==> config.mk <==
export PLATFORM = sky130hd
export DESIGN_NAME = mb_tx_flit_packer
export DESIGN_NICKNAME = d
export VERILOG_FILES = /design/src/rtl/mb_pkg.sv /design/src/rtl/mb_crc16_byte.sv /design/src/rtl/mb_tx_flit_packer.sv
export SDC_FILE = /design/constraint.sdc
export NUM_CORES = 2
export LEC_CHECK = 0
export BUFFER_PORTS_ARGS = -buffer_cell sky130_fd_sc_hd__buf_4
export CAP_MARGIN = 20
export CORE_MARGIN = 2
export CORE_UTILIZATION = 57
export DETAILED_ROUTE_END_ITERATION = 10
export PLACE_DENSITY_LB_ADDON = 0.08
export REMOVE_ABC_BUFFERS = 1
export SLEW_MARGIN = 15
export SYNTH_ARGS = -nofsm -noshare
export SYNTH_HDL_FRONTEND = slang
export SYNTH_HIERARCHICAL = 1
export SYNTH_SLANG_ARGS = --single-unit
==> constraint.sdc <==
create_clock -name clk_100MHz -period 36.1 [get_ports clk_100MHz]
set_input_delay 0 -clock clk_100MHz [delete_from_list [all_inputs] [get_ports clk_100MHz]]
set_output_delay 0 -clock clk_100MHz [all_outputs]
set_load 0.05 [all_outputs]
==> src/rtl/mb_pkg.sv <==
// -----------------------------------------------------------------------------
// mb_pkg
// Shared definitions for the MainBand transmit flit packer:
//   FLIT_BYTES / BEAT_BYTES / BEATS_PER_FLIT  flit geometry
//   CRC16_POLY / CRC16_INIT                   CRC-16-CCITT constants
//   flit_t                                    64-entry byte array (index = byte)
//   pack_state_e                              packer FSM states
//   crc16_step()                              one-byte MSB-first CRC-16 update
// -----------------------------------------------------------------------------
package mb_pkg;

  localparam int FLIT_BYTES     = 64;
  localparam int BEAT_BYTES     = 2;
  localparam int BEATS_PER_FLIT = FLIT_BYTES / BEAT_BYTES;

  localparam logic [15:0] CRC16_POLY = 16'h1021;
  localparam logic [15:0] CRC16_INIT = 16'hFFFF;

  typedef logic [7:0] flit_t [FLIT_BYTES];

  // FILL accepts beats, FOLD finishes the CRC over pad bytes (CRC build only),
  // HOLD waits for the issue window.
  typedef enum logic [1:0] {
    ST_FILL = 2'd0,
    ST_FOLD = 2'd1,
    ST_HOLD = 2'd2
  } pack_state_e;

  // CRC-16-CCITT, no reflection: the byte enters at the top of the register.
  function automatic logic [15:0] crc16_step(input logic [15:0] crc,
                                             input logic [7:0]  data);
    logic [15:0] c;
    c = crc ^ {data, 8'h00};
    for (int i = 0; i < 8; i++) begin
      c = c[15] ? ((c << 1) ^ CRC16_POLY) : (c << 1);
    end
    return c;
  endfunction

endpackage

==> src/rtl/mb_crc16_byte.sv <==
// -----------------------------------------------------------------------------
// mb_crc16_byte
// Combinational single-byte CRC-16-CCITT step. Only built when
// MB_TX_PACKER_CRC_EN is defined; the default build has no CRC logic at all.
//   crc_i   running CRC before this byte
//   data_i  byte to fold in
//   crc_o   running CRC after this byte
// -----------------------------------------------------------------------------
`ifdef MB_TX_PACKER_CRC_EN
module mb_crc16_byte
  import mb_pkg::*;
(
  input  logic [15:0] crc_i,
  input  logic [7:0]  data_i,
  output logic [15:0] crc_o
);

  assign crc_o = crc16_step(crc_i, data_i);

endmodule
`endif

==> src/rtl/mb_tx_flit_packer.sv <==
// -----------------------------------------------------------------------------
// mb_tx_flit_packer
// Packs a 16-bit beat stream into 64-byte flits and issues each flit to the
// MainBand transmitter with a one-cycle valid pulse. The accumulation buffer
// fills while the previously issued flit stays stable on flit_o. Issue is
// metered by a minimum gap and held off while the transmitter reports busy.
//
// Ports:
//   clk_100MHz    clock
//   reset         asynchronous, active-high
//   in_data_i     beat payload, [7:0] -> even byte, [15:8] -> odd byte
//   in_valid_i    beat valid
//   in_last_i     final beat of a packet; closes the flit early
//   in_ready_o    packer can accept a beat this cycle
//   flit_o        64-byte flit held for the transmitter
//   flit_valid_o  one-cycle issue pulse
//   tx_busy_i     transmitter busy, asynchronous to clk_100MHz
//   pending_o     a closed flit is waiting to be issued
//   flit_cnt_o    issued-flit counter, wraps modulo 2^16
//
// Build option MB_TX_PACKER_CRC_EN: payload shrinks to 31 beats and bytes
// 62..63 carry CRC-16-CCITT over bytes 0..61; one extra cycle after close
// folds the pad bytes into the CRC.
// -----------------------------------------------------------------------------
module mb_tx_flit_packer
  import mb_pkg::*;
#(
  parameter int unsigned MIN_GAP  = 4,      // 2..15
  parameter logic [7:0]  PAD_BYTE = 8'h00
) (
  input  logic        clk_100MHz,
  input  logic        reset,
  input  logic [15:0] in_data_i,
  input  logic        in_valid_i,
  input  logic        in_last_i,
  output logic        in_ready_o,
  output logic [7:0]  flit_o [FLIT_BYTES],
  output logic        flit_valid_o,
  input  logic        tx_busy_i,
  output logic        pending_o,
  output logic [15:0] flit_cnt_o
);

`ifdef MB_TX_PACKER_CRC_EN
  localparam int PAYLOAD_BEATS = BEATS_PER_FLIT - 1;
`else
  localparam int PAYLOAD_BEATS = BEATS_PER_FLIT;
`endif
  localparam logic [4:0] LAST_IDX = 5'(PAYLOAD_BEATS - 1);
  localparam logic [3:0] GAP_LOAD = 4'(MIN_GAP - 1);

  pack_state_e state_q, state_d;
  logic [4:0]  idx_q, idx_d;
  logic [3:0]  gap_q, gap_d;
  logic        busy_meta_q, busy_meta_d;
  logic        busy_s_q, busy_s_d;
  logic [15:0] cnt_q, cnt_d;
  logic        flit_valid_q, flit_valid_d;
  flit_t       acc_q, acc_d;
  flit_t       flit_q, flit_d;

  logic        accept;
  logic        issue;
  logic        close;
  logic [5:0]  lo_byte;

`ifdef MB_TX_PACKER_CRC_EN
  logic [15:0] crc_q, crc_d;
  logic [4:0]  fill_beats_q, fill_beats_d;
  logic [15:0] crc_mid, crc_beat, crc_fold;

  // Low byte first, then high byte, matching byte order in the flit.
  mb_crc16_byte u_crc_lo (
    .crc_i  (crc_q),
    .data_i (in_data_i[7:0]),
    .crc_o  (crc_mid)
  );

  mb_crc16_byte u_crc_hi (
    .crc_i  (crc_mid),
    .data_i (in_data_i[15:8]),
    .crc_o  (crc_beat)
  );

  // Bytes from the first unwritten one up to 61 are pad; fold them in one go.
  always_comb begin
    crc_fold = crc_q;
    for (int b = 0; b < FLIT_BYTES - 2; b++) begin
      if (6'(b) >= {fill_beats_q, 1'b0}) begin
        crc_fold = crc16_step(crc_fold, PAD_BYTE);
      end
    end
  end
`endif

  assign in_ready_o   = (state_q == ST_FILL);
  assign pending_o    = (state_q != ST_FILL);
  assign accept       = in_valid_i && in_ready_o;
  assign close        = accept && ((idx_q == LAST_IDX) || in_last_i);
  assign issue        = (state_q == ST_HOLD) && (gap_q == 4'd0) && !busy_s_q;
  assign lo_byte      = {idx_q, 1'b0};

  assign flit_o       = flit_q;
  assign flit_valid_o = flit_valid_q;
  assign flit_cnt_o   = cnt_q;

  always_comb begin
    // NOTE: every _d gets a default before the case so no path leaves it
    // unassigned; that is what keeps this block free of inferred latches.
    state_d      = state_q;
    idx_d        = idx_q;
    acc_d        = acc_q;
    flit_d       = flit_q;
    flit_valid_d = 1'b0;
    cnt_d        = cnt_q;
    gap_d        = (gap_q != 4'd0) ? gap_q - 4'd1 : 4'd0;
    busy_meta_d  = tx_busy_i;
    busy_s_d     = busy_meta_q;
`ifdef MB_TX_PACKER_CRC_EN
    crc_d        = crc_q;
    fill_beats_d = fill_beats_q;
`endif

    case (state_q)
      ST_FILL: begin
        if (accept) begin
          acc_d[lo_byte]        = in_data_i[7:0];
          acc_d[lo_byte + 6'd1] = in_data_i[15:8];
`ifdef MB_TX_PACKER_CRC_EN
          crc_d = crc_beat;
`endif
          if (close) begin
            idx_d = 5'd0;
`ifdef MB_TX_PACKER_CRC_EN
            fill_beats_d = idx_q + 5'd1;
            state_d      = ST_FOLD;
`else
            state_d      = ST_HOLD;
`endif
          end else begin
            idx_d = idx_q + 5'd1;
          end
        end
      end

`ifdef MB_TX_PACKER_CRC_EN
      ST_FOLD: begin
        acc_d[FLIT_BYTES-2] = crc_fold[15:8];
        acc_d[FLIT_BYTES-1] = crc_fold[7:0];
        crc_d               = CRC16_INIT;
        state_d             = ST_HOLD;
      end
`endif

      ST_HOLD: begin
        if (issue) begin
          flit_d       = acc_q;
          flit_valid_d = 1'b1;
          cnt_d        = cnt_q + 16'd1;
          gap_d        = GAP_LOAD;
          for (int k = 0; k < FLIT_BYTES; k++) begin
            acc_d[k] = PAD_BYTE;
          end
          state_d = ST_FILL;
        end
      end

      default: state_d = ST_FILL;
    endcase
  end

  // NOTE: sequential state uses non-blocking assignments only; the
  // combinational block above uses blocking ones so later lines see earlier.
  always_ff @(posedge clk_100MHz or posedge reset) begin
    if (reset) begin
      state_q      <= ST_FILL;
      idx_q        <= 5'd0;
      gap_q        <= 4'd0;
      busy_meta_q  <= 1'b0;
      busy_s_q     <= 1'b0;
      cnt_q        <= 16'd0;
      flit_valid_q <= 1'b0;
      // NOTE: both byte arrays are reset on purpose: a discarded partial flit
      // must not leak stale bytes, and early-closed flits rely on pad content.
      for (int k = 0; k < FLIT_BYTES; k++) begin
        acc_q[k]  <= PAD_BYTE;
        flit_q[k] <= 8'h00;
      end
`ifdef MB_TX_PACKER_CRC_EN
      crc_q        <= CRC16_INIT;
      fill_beats_q <= 5'd0;
`endif
    end else begin
      state_q      <= state_d;
      idx_q        <= idx_d;
      gap_q        <= gap_d;
      busy_meta_q  <= busy_meta_d;
      busy_s_q     <= busy_s_d;
      cnt_q        <= cnt_d;
      flit_valid_q <= flit_valid_d;
      acc_q        <= acc_d;
      flit_q       <= flit_d;
`ifdef MB_TX_PACKER_CRC_EN
      crc_q        <= crc_d;
      fill_beats_q <= fill_beats_d;
`endif
    end
  end

endmodule

==> results.py <==
metrics = {
    "final_layout": {
        "fillers": 5052,
        "nets": 4040,
        "antenna_cells": 0,
        "final_cell_mix": "nand2_1 (1555), dfrtp_1 (1052), buf_4 (613)",
        "area_delta_synth_final_pct": 20.65,
        "drive_above_1_share_pct": 20.50,
        "final_common_cell": "nand2_1",
    },
    "power": {
        "p_int_uw": 2067,
        "p_comb_share_pct": 24.6,
        "p_sw_share_pct": 35.90,
        "seqPwrFrac_pct": 41.8,
        "clockPowerShare_pct": 33.7,
        "power.net_switching_uw": 1158,
        "power_density_nw_per_um2": 68.46,
        "total_power_uw": 3224,
        "ir_drop_v": 0.00005669,
        "leakagePower_uw": 0.02597,
    },
    "die": {
        "start_util_pct": 57.82,
        "rows": 95,
        "core_area_sq_um": 67510,
        "chipWidth_um": 265.7,
        "die_area_sq_um": 70600,
        "io_pins": 552,
        "die_y_um": 265.7,
    },
    "run_status": {
        "outcome": "finished clean",
    },
    "placement": {
        "portBuffers": 551,
        "dpl.hpwl_mm": 65.99,
        "gp_congestion": 0.8017,
    },
    "worst_setup_path": {
        "worst_ep_arrival_time_ns": 5.77,
        "worstPathRequired_ns": 36.69,
        "crit_top_cell": "buf_4",
        "cp_slowest_stage_delay_ns": 0.94,
        "cp-start-kind": "flip-flop",
        "endpoint_kind": "flip-flop",
        "slowest_stage": "buf_4",
        "path_class": "reg2reg",
        "cp_max_fo": 98,
        "cp_cell_sequence": "or4b_4 > or2_4 > buf_4 > buf_4 > buf_4 > buf_4 > nand2_1 > nand2_1",
    },
    "yosys": {
        "avgSynthCellArea_sq_um": 11.01,
        "yosys_warnings": 6,
        "async_flop_share_pct": 100.0,
        "yosysSeqAreaShare_pct": 67.50,
        "syn_inst": 3547,
        "synth.distinct_cells": 36,
        "ys.flop_type": "dfrtp_1",
        "synth_edf_count": 0,
        "ys_seq_elements": 1053,
        "syn-cell-area_sq_um": 39040,
    },
    "clock_network": {
        "cts_max_path_buffers": 3,
        "cts_buffers": 104,
        "cts_setup_buffers": 0,
        "path_clk_slew_ns": 0.06,
        "clock-root-buffer": "clkbuf_16",
        "cts_tree": "built",
        "htree_levels": 3,
        "clock-sinks": 1053,
        "clk_latency_ns": 0.66,
    },
    "timing": {
        "tightest_slew_ns": 1.071,
        "relSlewSlack_pct": 28.60,
        "final_hold_viol_count": 0,
        "finalSetupTns_ns": 0,
        "drv_slew": 0,
        "grt_setup_unrepaired": "no",
        "fin_crit_ns": 5.180,
        "fmax_mhz": 193.1,
        "setup_violations": 0,
        "min_period_over_period_pct": 14.35,
        "fin_skew_ns": 0.02755,
    },
    "global_routing": {
        "antenna_found_initial": 1,
        "grt_pass1_wl_mm": 173.4,
        "track_usage_pct": 32.54,
        "grt-ovfl-total": 0,
        "grt_max_degree": 202,
        "grt_pass1_vias": 27910,
    },
    "min_path": {
        "min_path_type": "in2async",
    },
    "drt": {
        "wl_mm": 114.4,
        "drt_iter0_drc": 2910,
        "wl_per_cell_um": 23.01,
        "antenna_left": 0,
        "vias_per_cell": 5.780,
        "dr.pass1.iters": 5,
        "drc": 0,
        "via_count": 28730,
    },
    "job": {
        "max_cap_violations": 0,
    },
}
## cell type report
class / instances / area (sq um) / share of cell area [%]
inverter: 14 / 67.56 / 0.1435
clock buffer: 156 / 3062 / 6.501
tap: 873 / 1092 / 2.319
multi-input combinational: 2218 / 11430 / 24.26
clock inverter: 34 / 370.4 / 0.7863
timing repair buffer: 622 / 4730 / 10.04
sequential: 1053 / 26350 / 55.95
## routing by layer
metal	GRT usage [%]	routed length, um	up-vias	part of all wire (%)
li1	-	-	12640	-
met3	6.534	9325	223	8.2
met5	0	7	-	0.0061
met2	48.66	52260	1243	46
met4	11.80	4364	2	3.8
met1	47.94	48400	14620	42
## repair_timing
| item | CTS | global route |
|---|---|---|
| hold endpoints to repair | 124 | 0 |
| gates resized for setup | 0 | 0 |
| hold buffers | 6 | 0 |
## cells by family after synthesis
group | Yosys count | share of synthesized area, %
XOR/XNOR | 15 | 0.3365
multiplexers | 1 | 0.02884
AND/OR/NAND/NOR | 1641 | 16.21
AO/OA/AOI/OAI | 555 | 12.36
adder cells (fa/ha/maj) | 6 | 0.1923
buffers and inverters | 276 | 3.375
flip-flops | 1053 | 67.50
## through the flow
step,instance area (sq um),hold slack (ns),instances,setup slack (ns),utilization [%]
after global placement,43540,0.1311,4768,30.89,64.48
after global routing,47100,0.1304,4970,30.36,69.76
final,47100,0.04391,4970,30.92,69.76
after CTS,47040,0.07828,4966,30.94,69.68
after detailed placement,43550,0.1284,4770,30.90,64.51
after floorplan,37770,0.03143,3285,6.461,-
## synthesized netlist by cell type (6+ instances only)
master / instances / share of area (%)
nand2_1: 1555 / 15
dfrtp_1: 1053 / 67
a22o_1: 513 / 12
clkbuf_1: 156 / 1.5
buf_2: 78 / 1.0
o21ai_2: 31 / 0.70
nor2_1: 25 / 0.24
buf_6: 22 / 0.63
and2_1: 16 / 0.26
xnor2_1: 12 / 0.27
nand4_1: 8 / 0.13
clkinv_1: 7 / 0.067
nand2b_1: 7 / 0.11
nand3_1: 7 / 0.090
ha_1: 6 / 0.19
inv_1: 6 / 0.058
o21ai_0: 6 / 0.077
## worst max-delay path, delay by kind of cell, from the launching register on
family / cells / cell delay (ns)
buffers and inverters: 4 / 3.22
and+or+nand+nor: 4 / 1.26
DFF: 1 / 0.41
## final timing paths
check | from | to | slack, ns | cells after the start
max in group asynchronous | reset | acc_q[387] | 31.25 | 8
min in group clk_100MHz | in_data_i[14] | acc_q[454] | 0.20 | 3
worst min-delay path | reset | flit_o[284] | 0.04 | 3
worst min register to register | busy_meta_q | busy_s_q | 0.38 | 0
worst max register to register | state_q[1] | flit_o[158] | 30.92 | 8
worst max-delay path | state_q[1] | flit_o[158] | 30.92 | 8
## sequential cells by signal, indices dropped and copies added, names as in the netlist
register	count
acc_q	512
busy_meta_q	1
busy_s_q	1
flit_cnt_o	16
flit_o	512
flit_valid_o	1
gap_q	4
idx_q	5
state_q	1
## power by group through the flow
| stage | Combinational [uW] | Sequential [uW] | Clock, uW |
|---|---|---|---|
| floorplan | 286 | 1540 | 0 |
| global placement | 780 | 1370 | 0 |
| detailed placement | 788 | 1360 | 0 |
| CTS | 791 | 1350 | 1090 |
| global route | 836 | 1350 | 1140 |
| finish | 792 | 1350 | 1090 |
Note: power is estimated with default switching activity, not from simulation.
